File: src/rtl/arm_mem_pkg.sv
// Shared types and helpers for the ARM byte-addressed data memory and its load formatter.
package arm_mem_pkg;

   typedef enum logic [1:0] {
      MEM_BYTE = 2'b00,
      MEM_HALF = 2'b01,
      MEM_WORD = 2'b10,
      MEM_RSVD = 2'b11
   } mem_size_t;

   typedef enum logic {
      DMEM_CLEAR = 1'b0,
      DMEM_READY = 1'b1
   } dmem_state_t;

   localparam int LANES = 4;

   // Reserved size always faults; halfwords need addr[0]=0, words need addr[1:0]=0.
   function automatic logic is_misaligned(input mem_size_t size, input logic [1:0] addr);
      case (size)
         MEM_BYTE: return 1'b0;
         MEM_HALF: return addr[0];
         MEM_WORD: return |addr;
         default:  return 1'b1;
      endcase
   endfunction

endpackage

File: src/rtl/arm_load_formatter.sv
// Selects the addressed byte/half/word from a 32-bit memory word and zero- or sign-extends it.
module arm_load_formatter
   import arm_mem_pkg::*;
(
   input  logic [31:0] i_Word,
   input  logic [1:0]  i_Lane,
   input  mem_size_t   i_Size,
   input  logic        i_Signed,
   output logic [31:0] o_Data
);

   logic [7:0]  w_byte;
   logic [15:0] w_half;

   assign w_byte = i_Word[8*i_Lane +: 8];
   assign w_half = i_Lane[1] ? i_Word[31:16] : i_Word[15:0];

   // NOTE: o_Data gets a default before the case so no path leaves it unassigned (no latch).
   always_comb begin
      o_Data = '0;
      case (i_Size)
         MEM_BYTE: o_Data = {{24{i_Signed & w_byte[7]}}, w_byte};
         MEM_HALF: o_Data = {{16{i_Signed & w_half[15]}}, w_half};
         MEM_WORD: o_Data = i_Word;
         default:  o_Data = '0;
      endcase
   end

endmodule

File: src/rtl/arm_byte_data_memory.sv
// Byte-addressed data memory with a post-reset clear sweep, lane-merged stores and formatted loads.
// Optional per-byte even parity is enabled with `define DMEM_PARITY_EN.
module arm_byte_data_memory
   import arm_mem_pkg::*;
#(
   parameter int BusWidth    = 32,
   parameter int DataMemSize = 64
) (
   input  logic                i_CLK,
   input  logic                i_RESET,
   input  logic                i_Write_Enable,
   input  logic [1:0]          i_Size,
   input  logic                i_Signed,
   input  logic [BusWidth-1:0] i_Address,
   input  logic [BusWidth-1:0] i_Write_Data,
   output logic [BusWidth-1:0] o_Read_Data,
   output logic                o_Busy,
   output logic                o_Align_Fault,
   output logic                o_Parity_Error
);

   localparam int AW = $clog2(DataMemSize);

   dmem_state_t         r_state, w_next_state;
   logic [AW-1:0]       r_clr_idx, w_next_clr_idx;
   logic [BusWidth-1:0] r_mem [DataMemSize];

   mem_size_t           w_size;
   logic [AW-1:0]       w_idx;
   logic [1:0]          w_lane;
   logic                w_ready, w_fault, w_store, w_load_ok;
   logic [LANES-1:0]    w_be;
   logic [31:0]         w_wdata, w_word, w_fmt;
   logic                w_unused_addr;

   assign w_size        = mem_size_t'(i_Size);
   assign w_idx         = i_Address[AW+1:2];
   assign w_lane        = i_Address[1:0];
   assign w_unused_addr = ^i_Address[BusWidth-1:AW+2];
   assign w_ready       = (r_state == DMEM_READY);
   assign w_fault       = w_ready && is_misaligned(w_size, w_lane);
   assign w_load_ok     = w_ready && !w_fault;
   assign w_store       = w_load_ok && i_Write_Enable && !i_RESET;
   assign w_word        = r_mem[w_idx];

   // Replicate store data across lanes so a byte-enable mask alone selects what lands.
   always_comb begin
      w_be    = '0;
      w_wdata = i_Write_Data;
      case (w_size)
         MEM_BYTE: begin
            w_be    = 4'b0001 << w_lane;
            w_wdata = {4{i_Write_Data[7:0]}};
         end
         MEM_HALF: begin
            w_be    = w_lane[1] ? 4'b1100 : 4'b0011;
            w_wdata = {2{i_Write_Data[15:0]}};
         end
         MEM_WORD: w_be = 4'b1111;
         default:  w_be = '0;
      endcase
   end

   always_comb begin
      w_next_state   = r_state;
      w_next_clr_idx = r_clr_idx;
      case (r_state)
         DMEM_CLEAR: begin
            w_next_clr_idx = r_clr_idx + AW'(1);
            if (r_clr_idx == AW'(DataMemSize - 1))
               w_next_state = DMEM_READY;
         end
         default: ;
      endcase
   end

   // NOTE: sequential state uses non-blocking assignments so every flop samples pre-edge values.
   always_ff @(posedge i_CLK) begin
      if (i_RESET) begin
         r_state   <= DMEM_CLEAR;
         r_clr_idx <= '0;
      end else begin
         r_state   <= w_next_state;
         r_clr_idx <= w_next_clr_idx;
      end
   end

   // NOTE: the array has no reset branch; it is zeroed one word per cycle by the clear sweep.
   always_ff @(posedge i_CLK) begin
      if (r_state == DMEM_CLEAR) begin
         r_mem[r_clr_idx] <= '0;
      end else if (w_store) begin
         for (int l = 0; l < LANES; l++)
            if (w_be[l]) r_mem[w_idx][8*l +: 8] <= w_wdata[8*l +: 8];
      end
   end

   arm_load_formatter u_fmt (
      .i_Word   (w_word),
      .i_Lane   (w_lane),
      .i_Size   (w_size),
      .i_Signed (i_Signed),
      .o_Data   (w_fmt)
   );

   assign o_Read_Data   = w_load_ok ? w_fmt : '0;
   assign o_Align_Fault = w_fault;
   assign o_Busy        = !w_ready;

`ifdef DMEM_PARITY_EN
   logic [LANES-1:0] r_par [DataMemSize];
   logic [LANES-1:0] w_par_new, w_par_cur;

   always_comb begin
      w_par_new = '0;
      w_par_cur = '0;
      for (int l = 0; l < LANES; l++) begin
         w_par_new[l] = ^w_wdata[8*l +: 8];
         w_par_cur[l] = ^w_word[8*l +: 8];
      end
   end

   always_ff @(posedge i_CLK) begin
      if (r_state == DMEM_CLEAR) begin
         r_par[r_clr_idx] <= '0;
      end else if (w_store) begin
         for (int l = 0; l < LANES; l++)
            if (w_be[l]) r_par[w_idx][l] <= w_par_new[l];
      end
   end

   // Only lanes covered by the current load are compared against their stored parity.
   assign o_Parity_Error = w_load_ok && |((w_par_cur ^ r_par[w_idx]) & w_be);

   task automatic inject_flip(input int idx, input int bit_pos);
      r_mem[idx][bit_pos] = ~r_mem[idx][bit_pos];
   endtask
`else
   assign o_Parity_Error = 1'b0;
`endif

endmodule

File: config.mk
export PLATFORM = sky130hd
export DESIGN_NAME = arm_byte_data_memory
export DESIGN_NICKNAME = d
export VERILOG_FILES = /design/src/rtl/arm_mem_pkg.sv /design/src/rtl/arm_load_formatter.sv /design/src/rtl/arm_byte_data_memory.sv
export SDC_FILE = /design/constraint.sdc
export NUM_CORES = 2
export LEC_CHECK = 0
export CORE_ASPECT_RATIO = 0.7
export CORE_MARGIN = 5
export CORE_UTILIZATION = 35
export CTS_CLUSTER_DIAMETER = 40
export CTS_CLUSTER_SIZE = 8
export DETAILED_ROUTE_END_ITERATION = 7
export PLACE_DENSITY = 0.51
export SETUP_SLACK_MARGIN = 0.2
export SYNTH_ARGS = -nofsm -noshare
export SYNTH_HDL_FRONTEND = slang
export SYNTH_SLANG_ARGS = --single-unit
File: constraint.sdc
create_clock -name i_CLK -period 13.8 [get_ports i_CLK]
set_input_delay 1.38 -clock i_CLK [delete_from_list [all_inputs] [get_ports i_CLK]]
set_output_delay 1.38 -clock i_CLK [all_outputs]
set_load 0.1 [all_outputs]
* Yosys cells after proc, flatten, opt, wreduce, memory -nomap -nowiden
Memories as Yosys holds them, arrays and structs flattened. Index checks and enable logic that the tools add are counted.
Cells by class: add/subtract/negate cells 1, multiplexer cells 29, equal/unequal tests 3, shifts and indexed selects 2, reduce and logical (&&, ||, !) cells 10, bitwise gates (word level) 2, magnitude comparators 0, divide/modulo/power cells 0, multiply operators 0
Operators by type and width (number):
- case mux 32 bit (3 select lines) | 1
- two-way mux 32 bit | 2
- case mux 32 bit (2 select lines) | 1
- OR reduction 32 bit | 1
- indexed part select 32 x 6 -> 8 bit | 1
- two-way mux 1 bit | 19
- two-way mux 16 bit | 1
- case mux 4 bit (3 select lines) | 1
- two-way mux 4 bit | 2
- adder 6 x 1 -> 6 bit (second input constant) | 1
- equality test 6 bit (second input constant) | 1
- two-way mux 6 bit | 1
- logical AND 1 bit | 4
- left shift 1 x 2 -> 4 bit (first input constant) | 1
- logical NOT 1 bit | 3
- case mux 1 bit (3 select lines) | 1
- AND 1 bit | 2
- equality test 2 x 1 -> 1 bit (second input constant) | 1
- equality test 2 bit (second input constant) | 1
- logical NOT 2 bit | 1
- OR reduction 2 bit | 1
Word-level totals: bits in read-only memories 0, output and inout bits 35, input port bits 70, bits in registers 7, memory bits (writable) 2048, word-level logic and storage cells 50, latch bits 0, memories 1
Memories:
- r_mem | words 64, width 32, read ports 1, clocked after memory_dff 0, write ports 1, line arm_byte_data_memory.sv:26 | logic [BusWidth-1:0] r_mem [DataMemSize];

* Logic depth before layout (Yosys ltp)
depth after elaboration 12, gate-level depth with buffers 14, mapped depth without buffers 8

* Hierarchy
A second synthesis with hierarchy kept.
Unflattened totals: cells, all modules 3893, area total of the unflattened synthesis 81802.2 µm²
Modules (own cells, without submodules):
- arm_byte_data_memory | area each 81012.7 µm², cells each 3776, times used 1, sequential area each 61639.1 µm²
- arm_load_formatter | area each 789.5 µm², cells each 117, times used 1, sequential area each 0.0 µm²

* Worst setup path before layout
OpenSTA, ideal clock, no wires.
path kind input-to-output, start input i_Address[3], end output o_Read_Data[5], required time 12.420 ns, path slack 7.718 ns, buffers on the path 6, cell stages on the path 13, data arrival time 4.702 ns, cell sequence buf_4 > buf_6 > buf_4 > buf_4 > buf_2 > buf_1 > mux4_2 > mux2i_1 > a32oi_1 > nand2_1 > o21ai_0 > a41oi_1 > o21ai_1
Between the ends: cells in the longest elaborated chain, start to end 4, elaborated cells on any way between the ends 5, classes of those cells shift: 1; mux: 3; memory: 1
Ends and longest elaborated chain:
- start: declaration | line arm_byte_data_memory.sv:14 | input logic [BusWidth-1:0] i_Address,
- memory read (64 x 32 bit) *
- indexed part select 32 x 6 -> 8 bit / two-way mux 16 bit (equally long branches) | line arm_load_formatter.sv:15, arm_load_formatter.sv:16
- case mux 32 bit (3 select lines) * | line arm_load_formatter.sv:21 | case (i_Size)
- two-way mux 32 bit * | line arm_byte_data_memory.sv:106 | assign o_Read_Data = w_load_ok ? w_fmt : '0;
- end: declaration | line arm_byte_data_memory.sv:16 | output logic [BusWidth-1:0] o_Read_Data,
Mark *: on every way between the ends. The rest lies on a longest branch, timed or not.

* Final worst setup path
start input i_Address[3], end output o_Read_Data[0]
Same word-level chain as after synthesis.

==> metrics <==
status=complete, no violations; Hold Path Sink=r_clr_idx[0]; normalized max-slew margin=17.3%; reg-to-reg setup timing slack=about 9000 ps; Leak Pwr=~34 nW; Internal=11.0 mW; die area=roughly 240,000 um2; Root Driver=clkbuf_16; Critical Path Max Stage Delay=just over 1000 ps; Syn Area/Cell=about 21 um2; Initial Utilization=35.2%; DP Wirelength=about 150,000 um; setup TNS=0 ps; clk_skew=31.4 ps; clock share of power=47.4%; Post-synth ARST share=0%; Max H-tree Level=5; Yosys top cell by area=edfxtp_1; crit-path cells=buf_8, buf_4, buf_4, mux4_2, mux4_2, mux2i_1, nor2_1, a221oi_1, o21ai_1, clkdlybuf4s50_1; worst reg2reg endpoint=r_mem[15][26]; PD cells=148 nW/um2; PostCTS Resize Cnt=0; Net Sw Power=around 2.9 mW; Switching Fraction=about a fifth; Final #Nets=4,152; cts bufs inserted=302; critical path arrival=7120 ps; Setup CP Type=in2out; Detail Route Antenna Nets=0; top post-synthesis cells by area=edfxtp_1 (76%), mux4_2 (15%), nor2_1 (1.4%); synthesized instance count=3,846; sequential-to-total area share from yosys stat=between 70% and 80%; Setup WS pre-CTS=5330 ps; 1st-pass router iterations=7; DR vias/cell=5.60; Syn Std Cell Area=just over 80,000 um2; initial antenna violation count=13; gr usage total=19.4%; vias after detailed routing=40,260; CP max stage cell=clkdlybuf4s50_1; Tot Pwr=13.9 mW; die width=585 um; IO buf count=79; vias in the first global route=40,551; Final WS setup=about 5300 ps; drt total wl=236,000 um; share of cells above drive strength 1=25.0%; endpoints failing setup=0; CTS tree=yes; Post-Syn Nets=3,917; Yosys top cell area share=76.0%; Final Cycle Share=roughly three fifths; maximum root-to-sink buffer count=4; DR iter-0 viols=4,933; combinational group share of total power=between 3 and 4%; Final Hold Viols=0; Max IR drop VDD=0.000100 V; Bufs and invs on worst path=4; Post-synth EDFFs=2,048; hold path start=r_clr_idx[0]; first-pass GRT wire length=328,000 um; Hold Crit Depth=2; RSZ-0062 raised after global routing=false; Ports=105; row cnt=around 150; Max Cap Viol=0; fin crit period=about 8500 ps; Tightest Hold Check Type=reg2reg; Crit. End Element=output pin; worst r2r path cells=7; FF+latch count, synth=between 2,000 and 2,500; CP Max Fanout=81; CTS Hold Bufs=0; largest net degree at the start of global routing=123; Flop pwr share=49.2%; CP required=12,420 ps; area post-placement=85,400 um2; WL/cell=32.8 um; GP Congestion=approximately 0.83; FF-to-FF Start=r_state; Synth Warn #=0; ys flop type=edfxtp_1; gr ovfl total=0; postcts setup bufs=0; fin. max-slew vios=0; Final Cell Area=93,500 um2; area grow syn2layout=15.6%; fmax=0.118 GHz; Worst-path clk slew=50 ps; Die H=412 um; Slew @ Worst Pin=1230 ps; Core Region=230,000 um2; Unique masters post-synth=64; clk sinks=2,055; CP delay by family, top=buffers and inverters; # DRC=0; Clk Latency, worst-skew pair=840 ps; Setup crit start kind=input port
-- registers in the layout, summed over array words and instances, names as in the netlist --
register / flops
r_state: 1
r_clr_idx: 6
r_mem: 2048
-- per-layer routing --
metal / track usage, % / vias up / part of all wire (%)
li1: - / 16404 / -
met1: 28.3 / 21833 / 45
met2: 28.0 / 1665 / 44
met3: 5.66 / 354 / 8.6
met4: 5.67 / 4 / 2.8
met5: 0.783 / - / 0.11
-- how the worst max path moves through the flow --
stage	from	to	slack [ps]	depth (start not counted)
after CTS	i_Address[3]	o_Read_Data[14]	5320	12
after detailed placement	i_Address[3]	o_Read_Data[14]	5330	12
final	i_Address[3]	o_Read_Data[0]	5300	10
after floorplan	i_Address[3]	o_Read_Data[5]	7720	13
after global routing	i_Address[2]	o_Read_Data[22]	5030	11
after global placement	i_Address[3]	o_Read_Data[14]	5350	12
-- synthesized netlist by cell type, drive strengths merged, types with 6 or more instances --
cell type and n:
mux4 554, dfxtp 7, a31oi 8, a22oi 76, buf 121, a32oi 35
nand3 72, a221oi 7, nor2 307, a21oi 28, o21ai 26, mux2i 114
clkbuf 112, and2 13, nor2b 17, edfxtp 2048, nand2 203, and3 7
o31ai 6, nand2b 9
-- power groups by stage --
stage / clock network, mW / logic, mW / registers [mW]
after floorplan: 0 / 0.281 / 6.93
after global placement: 0 / 0.468 / 6.94
after detailed placement: 0 / 0.468 / 6.94
after CTS: 6.69 / 0.469 / 6.82
after global routing: 6.99 / 0.482 / 6.81
final: 6.58 / 0.462 / 6.82
-- logic make-up (layout without fill, tap and decap cells) --
family,count (synthesis),in the layout,synth area share [%]
adder cells (fa/ha/maj),1,1,0.0155
AND/OR/NAND/NOR,655,655,3.40
multiplexers,672,672,16.9
other,1,15,0.00463
buffers and inverters,239,520,1.54
AO/OA/AOI/OAI,218,218,1.95
flip-flops,2055,2055,76.2
XOR/XNOR,5,5,0.0541
-- cells in the final DEF, fill, tap and decap left out, types with 6 or more instances in the layout --
master and instances:
a21oi_1 17, a21oi_4 11, a221oi_1 7, a22oi_1 76
a31oi_1 8, a32oi_1 35, and2_2 8, and3_1 7
buf_4 82, clkbuf_1 19, clkbuf_16 310, clkdlybuf4s50_1 73
dfxtp_1 7, diode_2 14, edfxtp_1 2048, inv_6 8
mux2i_1 114, mux4_2 554, nand2_1 202, nand2b_1 9
nand3_1 72, nor2_1 286, nor2_4 19, nor2b_1 11
nor2b_4 6, o21ai_0 16, o21ai_1 10, o31ai_1 6
-- metrics by stage --
stage	hold WS [ps]	instances	utilization [%]
2_1_floorplan	518	3846	-
4_1_cts	571	7181	40.7
6_report	573	7195	40.7
3_3_place_gp	550	6831	37.2
3_5_place_dp	565	6831	37.2
5_1_grt	602	7184	40.7
-- area by class of cell --
cell class,count,area (um2)
fillers,20116,136000
multi-input cells,1552,18400
clock inverters,21,309
well taps,3054,3820
repair buffers,164,1490
clock buffers,329,7830
flip-flops and latches,2055,61600
inverters,6,30.0
diodes,14,35.0
-- worst reg2reg max path, cell delays in order, from the launching register on --
cell and delay (ps):
dfxtp_1 470, nand4b_1 190, buf_4 760, nand3_1 230, o21ai_1 390, nor2b_1 540
nand2_1 760, nor2_1 1010
(Power assumes the default switching activity.)
==> RTL change: new RTL, config.mk and constraints unchanged <==
Put a register stage on the outputs `o_Read_Data`, `o_Busy` and `o_Align_Fault`, cleared by the reset. The values now appear one clock later. The other outputs are not delayed to match.
--- a/src/rtl/arm_byte_data_memory.sv
+++ b/src/rtl/arm_byte_data_memory.sv
@@ -104,7 +104,15 @@
    );
 
-   assign o_Read_Data   = w_load_ok ? w_fmt : '0;
-   assign o_Align_Fault = w_fault;
-   assign o_Busy        = !w_ready;
+   always_ff @(posedge i_CLK) begin
+      if (i_RESET) begin
+         o_Read_Data   <= '0;
+         o_Busy        <= '0;
+         o_Align_Fault <= '0;
+      end else begin
+         o_Read_Data   <= w_load_ok ? w_fmt : '0;
+         o_Busy        <= !w_ready;
+         o_Align_Fault <= w_fault;
+      end
+   end
 
 `ifdef DMEM_PARITY_EN
Check against the original RTL: not settled (the Yosys comparison gave no result); the edit may change what the design does.
==> RTL change against the unedited design <==
Wire length increased by 0.63%. Synthesized area grew 1.3%. Sequential cell count is 34 higher. Total power up 1.7%. Design area grew 1.2%. Combinational power up 16%. Setup slack improved by 2.1 ns. Sequential share of layout area about the same.
==> RTL change: results (changes against the unedited design) <==
- Critical Path Max Stage Delay: 1.19 ns (+0.16 ns)
- Seq pwr share: 49.1% (about the same)
- Seq power: 6.92 mW (+1%)
- Outcome: completed
- CP top delay family: simple AND/OR/NAND/NOR gates
- Gr usage total: 18.94% (-0.43 points)
- Comb pwr share: 3.8% (+0.5 points)
- Layout Area Growth over Synthesis: 15.41%
- Xor/xnor share of the synthesized area: 0.04272% (-0.011 points)
- Design area: 94640 um2 (+1.2%)
- Clkbuf count: 341 (+3.6%)
- Max VDD drop: 0.00009362 V (-6.6%)
- Num CTS Buffers: 307 (+1.7%)
- Signal buf overhead: 1.720% (+0.13 points)
- Vias in the first global route: 40820 (+0.66%)
- Non-CTS buffers: 180 (+9.8%)
- Layout cells sized above 1: 24.26% (-0.74 points)
- DRT Pass-1 Iters: 6 (-1)
- FILL cells: 20390 (+1.3%)
- Worst r2r path cells: 6 (-1)
- Switching Share: 20.99% (+0.40 points)
- Post-DP HPWL: 148300 um (+2.0%)
- Total inserted antenna cells: 0 (-14)
- Mapped Nets: 3994 (+2.0%)
- Synth cell types: 79 (+23%)
- Slew headroom: 11.82% (-5.4 points)
- Cells after synthesis: 3923 (+2.0%)
- Synth area leaders: edfxtp_1, mux4_2, mux2i_1
- CP max stage cell: o21ai_0
- Compound-cell area share of the yosys netlist: 2.422% (+0.47 points)
- 1st-iter DRT viols: 4948 (+0.30%)
- Largest regs: r_mem (2048), o_Read_Data (32), r_clr_idx (6)
- Layout sequential cell count: 2089 (+1.7%)
- Multi-Input Combinational: 1599 (+3.0%)
- Post-Place Worst Slack: 6.549 ns (+1.223 ns)
- Area occupied by multi-input gates: 18630 um2 (+1.3%)
- Crit path arrival time: 6.85 ns (-0.27 ns)
- Adder-cell share of the synthesized area: 0.01526% (-0.00020 points)
- Pin count of the biggest net entering global routing: 86 (-30%)
- Area after DPL: 86450 um2 (+1.3%)
- Seq/Total Area, Yosys: 76.00% (-0.15 points)
- Initial antenna violation count: 14 (+1)
- Vias/cell: 5.674 (+1.4%)
- WL final: 237500 um (+0.63%)
- Hold path cells: 2 (unchanged)
- Leakage power total: 34.06 nW (about the same)
- DP Cell Count: 6949 (+1.7%)
- Final cell count without fillers: 7312 (+1.6%)
- # nets final: 4254 (+2.5%)
- RD Place Congestion: 0.8423 (+1.1%)
- Mux share of post-synthesis cell area: 16.64% (-0.24 points)
- Sequential fraction of total cell area: 65.85% (about the same)
- Tightest Hold Check Type: reg2reg
- Skew final: 0.02980 ns (-0.001562 ns)
- Most common library cells after synthesis: edfxtp_1, mux4_2, nor2_1
- First-pass GRT wire length: 329200 um (+0.52%)
- Crit Path Max Fanout: 40 (-51%)
-- RTL change: cell count changes in the layout (fill, tap and decap cells not counted), moves of 17 or more --
cell	change
a21oi_1	+19
nand2_1	-101
a22oi_1	-17
a211oi_1	+17
dfxtp_1	+34
o22ai_1	+31
mux2i_1	+48
nor2_1	+28
nand3_1	-27
mux4_2	-51
mux4_1	+19
a32oi_1	-35
-- RTL change: worst paths after layout --
check	from	endpoint	slack (ns)
min	r_clr_idx[5]	r_clr_idx[5]	0.57
max	i_Size[0]	r_mem[61][25]	7.36
max reg2reg	r_state	r_mem[61][25]	8.66
min reg2reg	r_clr_idx[5]	r_clr_idx[5]	0.57
-- RTL change: per-layer routing --
| metal | track usage, % | wire [um] | vias up |
|---|---|---|---|
| met4 | 4.782 | 5825 | 4 |
| met2 | 26.74 | 102200 | 1876 |
| li1 | - | - | 16730 |
| met5 | 0 | 27 | - |
| met3 | 3.941 | 19550 | 341 |
| met1 | 29.74 | 109900 | 22540 |
